File: src/rtl/fsk_tx_sequencer_if.sv
// Byte handshake between a frame source and the FSK transmit sequencer.
// The master drives the data, valid and abort signals. The slave returns tx_ready.
interface fsk_tx_sequencer_if;
  logic [7:0] tx_data;
  logic       tx_valid;
  logic       tx_ready;
  logic       tx_abort;

  modport master (output tx_data, output tx_valid, output tx_abort, input tx_ready);
  modport slave  (input tx_data, input tx_valid, input tx_abort, output tx_ready);
endinterface

File: src/rtl/fsk_tx_sequencer.sv
// FSK frame sequencer. A frame is an alternating preamble, then start, 8 data bits (LSB first) and stop.
// Each bit gets a modulator reload count. Define FSK_TX_PARITY_EN to insert an even-parity bit before stop.
module fsk_tx_sequencer #(
  parameter int         BIT_CYCLES    = 500,
  parameter int         PREAMBLE_BITS = 16,
  parameter logic [7:0] ARR_MARK      = 8'd99,
  parameter logic [7:0] ARR_SPACE     = 8'd124
) (
  input  logic                   clk,
  input  logic                   rst_n,
  fsk_tx_sequencer_if.slave      tx,
  output logic                   mod_en,
  output logic                   mod_bit,
  output logic [7:0]             mod_arr,
  output logic                   busy
);

  localparam int CYC_W   = (BIT_CYCLES > 2) ? $clog2(BIT_CYCLES) : 1;
  localparam int IDX_MAX = (PREAMBLE_BITS > 8) ? PREAMBLE_BITS : 8;
  localparam int IDX_W   = $clog2(IDX_MAX);

  localparam logic [CYC_W-1:0] CYC_LAST  = CYC_W'(BIT_CYCLES - 1);
  localparam logic [IDX_W-1:0] PRE_LAST  = IDX_W'(PREAMBLE_BITS - 1);
  localparam logic [IDX_W-1:0] DATA_LAST = IDX_W'(7);

  typedef enum logic [2:0] {
    S_IDLE,
    S_PREAMBLE,
    S_START,
    S_DATA,
`ifdef FSK_TX_PARITY_EN
    S_PARITY,
`endif
    S_STOP
  } state_t;

  state_t           state;
  logic [CYC_W-1:0] cyc_cnt;
  logic [IDX_W-1:0] bit_idx;
  logic [7:0]       shift_reg;
  logic             ready_en_reg;
`ifdef FSK_TX_PARITY_EN
  logic             parity_reg;
`endif

  logic bit_end;
  logic accept;

  assign bit_end = (cyc_cnt == CYC_LAST);

  // Ready stays low through reset and until the first clock after release.
  assign tx.tx_ready = ready_en_reg && !tx.tx_abort &&
                       ((state == S_IDLE) || ((state == S_STOP) && bit_end));
  assign accept = tx.tx_valid && tx.tx_ready;

  function automatic logic [7:0] arr_for(input logic b);
    return b ? ARR_MARK : ARR_SPACE;
  endfunction

  always_ff @(posedge clk or negedge rst_n) begin
    if (!rst_n) begin
      state        <= S_IDLE;
      cyc_cnt      <= '0;
      bit_idx      <= '0;
      shift_reg    <= '0;
      ready_en_reg <= 1'b0;
`ifdef FSK_TX_PARITY_EN
      parity_reg   <= 1'b0;
`endif
      mod_en       <= 1'b0;
      mod_bit      <= 1'b0;
      mod_arr      <= ARR_SPACE;
      busy         <= 1'b0;
    end else begin
      ready_en_reg <= 1'b1;
      if (tx.tx_abort) begin
        state   <= S_IDLE;
        cyc_cnt <= '0;
        bit_idx <= '0;
        mod_en  <= 1'b0;
        mod_bit <= 1'b0;
        mod_arr <= ARR_SPACE;
        busy    <= 1'b0;
      end else if (state == S_IDLE) begin
        if (accept) begin
          shift_reg <= tx.tx_data;
`ifdef FSK_TX_PARITY_EN
          parity_reg <= ^tx.tx_data;
`endif
          state   <= S_PREAMBLE;
          cyc_cnt <= '0;
          bit_idx <= '0;
          mod_en  <= 1'b1;
          busy    <= 1'b1;
          mod_bit <= 1'b1;
          mod_arr <= arr_for(1'b1);
        end
      end else if (!bit_end) begin
        cyc_cnt <= cyc_cnt + 1'b1;
      end else begin
        cyc_cnt <= '0;
        case (state)
          S_PREAMBLE: begin
            if (bit_idx == PRE_LAST) begin
              state   <= S_START;
              bit_idx <= '0;
              mod_bit <= 1'b0;
              mod_arr <= arr_for(1'b0);
            end else begin
              bit_idx <= bit_idx + 1'b1;
              mod_bit <= ~mod_bit;
              mod_arr <= arr_for(~mod_bit);
            end
          end
          S_START: begin
            state   <= S_DATA;
            bit_idx <= '0;
            mod_bit <= shift_reg[0];
            mod_arr <= arr_for(shift_reg[0]);
          end
          S_DATA: begin
            if (bit_idx == DATA_LAST) begin
              bit_idx <= '0;
`ifdef FSK_TX_PARITY_EN
              state   <= S_PARITY;
              mod_bit <= parity_reg;
              mod_arr <= arr_for(parity_reg);
`else
              state   <= S_STOP;
              mod_bit <= 1'b1;
              mod_arr <= arr_for(1'b1);
`endif
            end else begin
              // Shift so the next data bit is always taken from bit 1.
              bit_idx   <= bit_idx + 1'b1;
              shift_reg <= {1'b0, shift_reg[7:1]};
              mod_bit   <= shift_reg[1];
              mod_arr   <= arr_for(shift_reg[1]);
            end
          end
`ifdef FSK_TX_PARITY_EN
          S_PARITY: begin
            state   <= S_STOP;
            mod_bit <= 1'b1;
            mod_arr <= arr_for(1'b1);
          end
`endif
          S_STOP: begin
            if (accept) begin
              // Back-to-back byte: skip preamble and keep the modulator running.
              shift_reg <= tx.tx_data;
`ifdef FSK_TX_PARITY_EN
              parity_reg <= ^tx.tx_data;
`endif
              state   <= S_START;
              bit_idx <= '0;
              mod_bit <= 1'b0;
              mod_arr <= arr_for(1'b0);
            end else begin
              state   <= S_IDLE;
              bit_idx <= '0;
              mod_en  <= 1'b0;
              mod_bit <= 1'b0;
              mod_arr <= ARR_SPACE;
              busy    <= 1'b0;
            end
          end
          default: begin
            state   <= S_IDLE;
            bit_idx <= '0;
            mod_en  <= 1'b0;
            mod_bit <= 1'b0;
            mod_arr <= ARR_SPACE;
            busy    <= 1'b0;
          end
        endcase
      end
    end
  end

endmodule
File: src/flat_wrapper.sv
// flat-port wrapper written by rule: the top's interface ports become plain ports
module fsk_tx_sequencer_flat 
#(
  parameter int         BIT_CYCLES    = 500,
  parameter int         PREAMBLE_BITS = 16,
  parameter logic [7:0] ARR_MARK      = 8'd99,
  parameter logic [7:0] ARR_SPACE     = 8'd124
)
  (clk, rst_n, mod_en, mod_bit, mod_arr, busy, tx_tx_data, tx_tx_valid, tx_tx_abort, tx_tx_ready);
  fsk_tx_sequencer_if tx_i ();
  input  logic clk;
  input  logic rst_n;
  output logic mod_en;
  output logic mod_bit;
  output logic [7:0] mod_arr;
  output logic busy;
  input wire logic [$bits(tx_i.tx_data)-1:0] tx_tx_data;
  input wire logic [$bits(tx_i.tx_valid)-1:0] tx_tx_valid;
  input wire logic [$bits(tx_i.tx_abort)-1:0] tx_tx_abort;
  output wire logic [$bits(tx_i.tx_ready)-1:0] tx_tx_ready;
  assign tx_i.tx_data = tx_tx_data;
  assign tx_i.tx_valid = tx_tx_valid;
  assign tx_i.tx_abort = tx_tx_abort;
  assign tx_tx_ready = tx_i.tx_ready;
  fsk_tx_sequencer #(.BIT_CYCLES(BIT_CYCLES), .PREAMBLE_BITS(PREAMBLE_BITS), .ARR_MARK(ARR_MARK), .ARR_SPACE(ARR_SPACE)) u_core (.clk(clk), .rst_n(rst_n), .tx(tx_i), .mod_en(mod_en), .mod_bit(mod_bit), .mod_arr(mod_arr), .busy(busy));
endmodule
File: config.mk
export PLATFORM = sky130hd
export DESIGN_NAME = fsk_tx_sequencer_flat
export DESIGN_NICKNAME = d
export VERILOG_FILES = /design/src/rtl/fsk_tx_sequencer_if.sv /design/src/rtl/fsk_tx_sequencer.sv /design/src/flat_wrapper.sv
export SDC_FILE = /design/constraint.sdc
export NUM_CORES = 1
export LEC_CHECK = 0
export CORE_UTILIZATION = 29
export DETAILED_ROUTE_END_ITERATION = 12
export GPL_ROUTABILITY_DRIVEN = 0
export SKIP_CTS_REPAIR_TIMING = 1
export SYNTH_ARGS = -nofsm -noshare
export SYNTH_HDL_FRONTEND = slang
export SYNTH_SLANG_ARGS = --single-unit
File: constraint.sdc
create_clock -name clk -period 2.86 [get_ports clk]
set_input_delay 0.286 -clock clk [delete_from_list [all_inputs] [get_ports clk]]
set_output_delay 0.286 -clock clk [all_outputs]
set_load 0.01 [all_outputs]
==> results.yml <==
synthesis:
  synthCells: 170
  synth_top_area_share_pct: 40.0
  ys.flop_type: "dfrtp_1"
  netlist_area_um2: 1750
  synth_commonest_cells: "dfrtp_1 (28), nand2_1 (13), a2bb2oi_1 (8)"
  avgSynthCellArea_um2: 10.3
  yosysMostFrequentCell: "dfrtp_1"
  synth-edff-count: 0
  yosys.area.top_type: "dfrtp_1"
  ys_seq_area_share_pct: 41.5
  ys_ff_latch: 29
  yosysWarnings: 0
  async_flop_share_pct: 100
  synth_cell_types: 56
  synth_area_leaders: "dfrtp_1 (40%), a2bb2oi_1 (4.0%), o32ai_1 (3.5%)"
timing:
  worst_pin_slew_ns: 0.529
  drv_slew: 0
  relSlewSlack_pct: 64.5
  fin_ws_ns: 0.437
  report.final.hold_viol_count: 0
  final.min_clock_period_ns: 2.42
  fmax_ghz: 0.413
  final.period_utilization_pct: 84.7
  setup_viol: 0
  setup_tns_ns: 0
  skew_ns: 0.00556
  rsz0062_at_grt: "false"
floorplanning:
  row_count: 27
  core_um2: 5680
  dieArea_um2: 6350
  initial_utilization_pct: 30.8
  die_y_um: 79.7
  io_pins: 24
  die-width_um: 79.7
detailed_routing:
  wl_per_cell_um: 15.0
  ant_nets: 0
  routed_wl_um: 3920
  num_vias: 1417
  vias_per_cell: 5.43
  drt_iter0_markers: 83
  drc: 0
  drtPass1Iterations: 4
global_routing:
  grtUsageMet2_pct: 20.0
  grt_max_degree: 30
  grt_pass1_vias: 1323
  top_usage_layer: "met2"
  antenna_found_initial: 0
  globalRouteOverflowTotal: 0
  use_met1_pct: 18.3
  grt_pass1_wl_um: 6480
  use_met3_pct: 3.43
  grt_usage_pct: 13.2
worst_setup_path:
  cp_data_required_time_ns: 2.57
  cp.arrival_ns: 2.14
  endpoint: "tx_tx_ready"
  r2r-end: "u_core.bit_idx[3]"
  reg2reg_depth: 7
  end_kind: "output pin"
  worstSetupStartpoint: "u_core.cyc_cnt[1]"
  crit_fanout: 8
  crit_path_start_kind: "flip-flop"
  r2r_setup_slack_ns: 0.70
  worstReg2RegStart: "u_core.cyc_cnt[0]"
  path_class: "reg2out"
cts:
  root_buffer: "clkbuf_8"
  insertion_delay_ns: 0.28
  clockBufferDepth: 2
  clk_pin_slew_ns: 0.07
  htreeDepth: 2
  cts_inserted_buffers: 5
  cts_tree: "done"
  clock-sinks: 29
placement:
  place_inst: 253
  dp_hpwl_um: 2750
  dp_slack_ns: 0.669
  portBuffers: 20
final_layout:
  n_antenna_cell: 0
  seqCellArea_um2: 727
  largest_reg_flops: 9
  area_growth_syn_to_layout_pct: 18.0
  nFillCells: 573
  fin_nets: 202
  layout.cells.non_filler: 261
  multiInputGateArea_um2: 906
  drive_above_1_share_pct: 14.3
power:
  ir_drop_mv: 0.307
  p_leak_nw: 0.858
  p_total_mw: 1.79
  powerDensity_nw_per_um2: 868
run:
  maxCapViolCount: 0
worst_hold_path:
  min_path_type: "in2async"
status:
  status: "finished clean"
==> power breakdown <==
| part | leakage, nW | switching, mW | internal, mW |
|---|---|---|---|
| Clock | 0.0542 | 0.156 | 0.217 |
| Sequential | 0.370 | 0.135 | 0.536 |
| Combinational | 0.434 | 0.384 | 0.366 |
==> stage by stage <==
stage               instance area, µm²  hold WS, ns  util (%)
floorplan                         1760     -0.00959         -
global placement                  1960        0.506      34.6
detailed placement                1960        0.498      34.6
CTS                               2070        0.413      36.4
global route                      2070        0.440      36.4
finish                            2070        0.398      36.4
==> cells by family (layout without fill, tap and decap cells) <==
kind of cell    after synthesis  in the layout  share of synthesized area, %
compound gates               59             59                          27.5
simple gates                 58             58                          20.2
flops                        29             29                          41.5
buf+inv                      17             34                          7.15
fa+ha+maj                     2              2                          1.43
other cells                   2              4                         0.429
mux                           2              2                          1.22
xor+xnor                      1              1                         0.500
==> worst min path at each step <==
stage,start,endpoint,cells after the start
floorplan,rst_n,u_core.bit_idx[0],0
global placement,u_core.cyc_cnt[0],u_core.cyc_cnt[0],1
detailed placement,u_core.mod_arr[3],u_core.mod_arr[3],2
CTS,rst_n,u_core.cyc_cnt[2],2
global route,rst_n,u_core.mod_en,2
finish,rst_n,u_core.mod_en,2
==> worst max-delay path, stage by stage (launching register included) <==
cell and delay (ns):
dfrtp_1 0.39, ha_1 0.21, nor4bb_1 0.23, buf_4 0.22
a21bo_2 0.15, and2_1 0.11, clkdlybuf4s50_1 0.54
==> per-layer routing <==
metal | vias up | part of all wire, %
li1 | 686 | -
met3 | 6 | 2.7
met1 | 694 | 49
met2 | 31 | 47
met4 | 0 | 1.6
met5 | - | 0
==> cell type report <==
cell class | count | share of cell area [%]
clock buffers | 7 | 4.66
clock inverters | 1 | 0.242
inverters | 1 | 0.182
multi-input cells | 126 | 43.9
flip-flops and latches | 29 | 35.2
well taps | 72 | 4.36
repair buffers | 25 | 11.5
==> layout by cell type, fill, tap and decap left out, types with 3 or more instances in the layout <==
master           count
dfrtp_1             28
clkdlybuf4s50_1     20
nand2_1             13
a2bb2oi_1            8
nor2_1               7
o32ai_1              7
o21ai_1              7
clkbuf_8             7
o21ai_0              6
nand3_1              6
a21oi_1              5
buf_4                5
or4_1                4
nor3_1               4
conb_1               4
and2_1               3
a21o_1               3
and3_1               3
o21a_1               3
o31ai_1              3
nand4_1              3
Power figures use the tool's default switching activity.
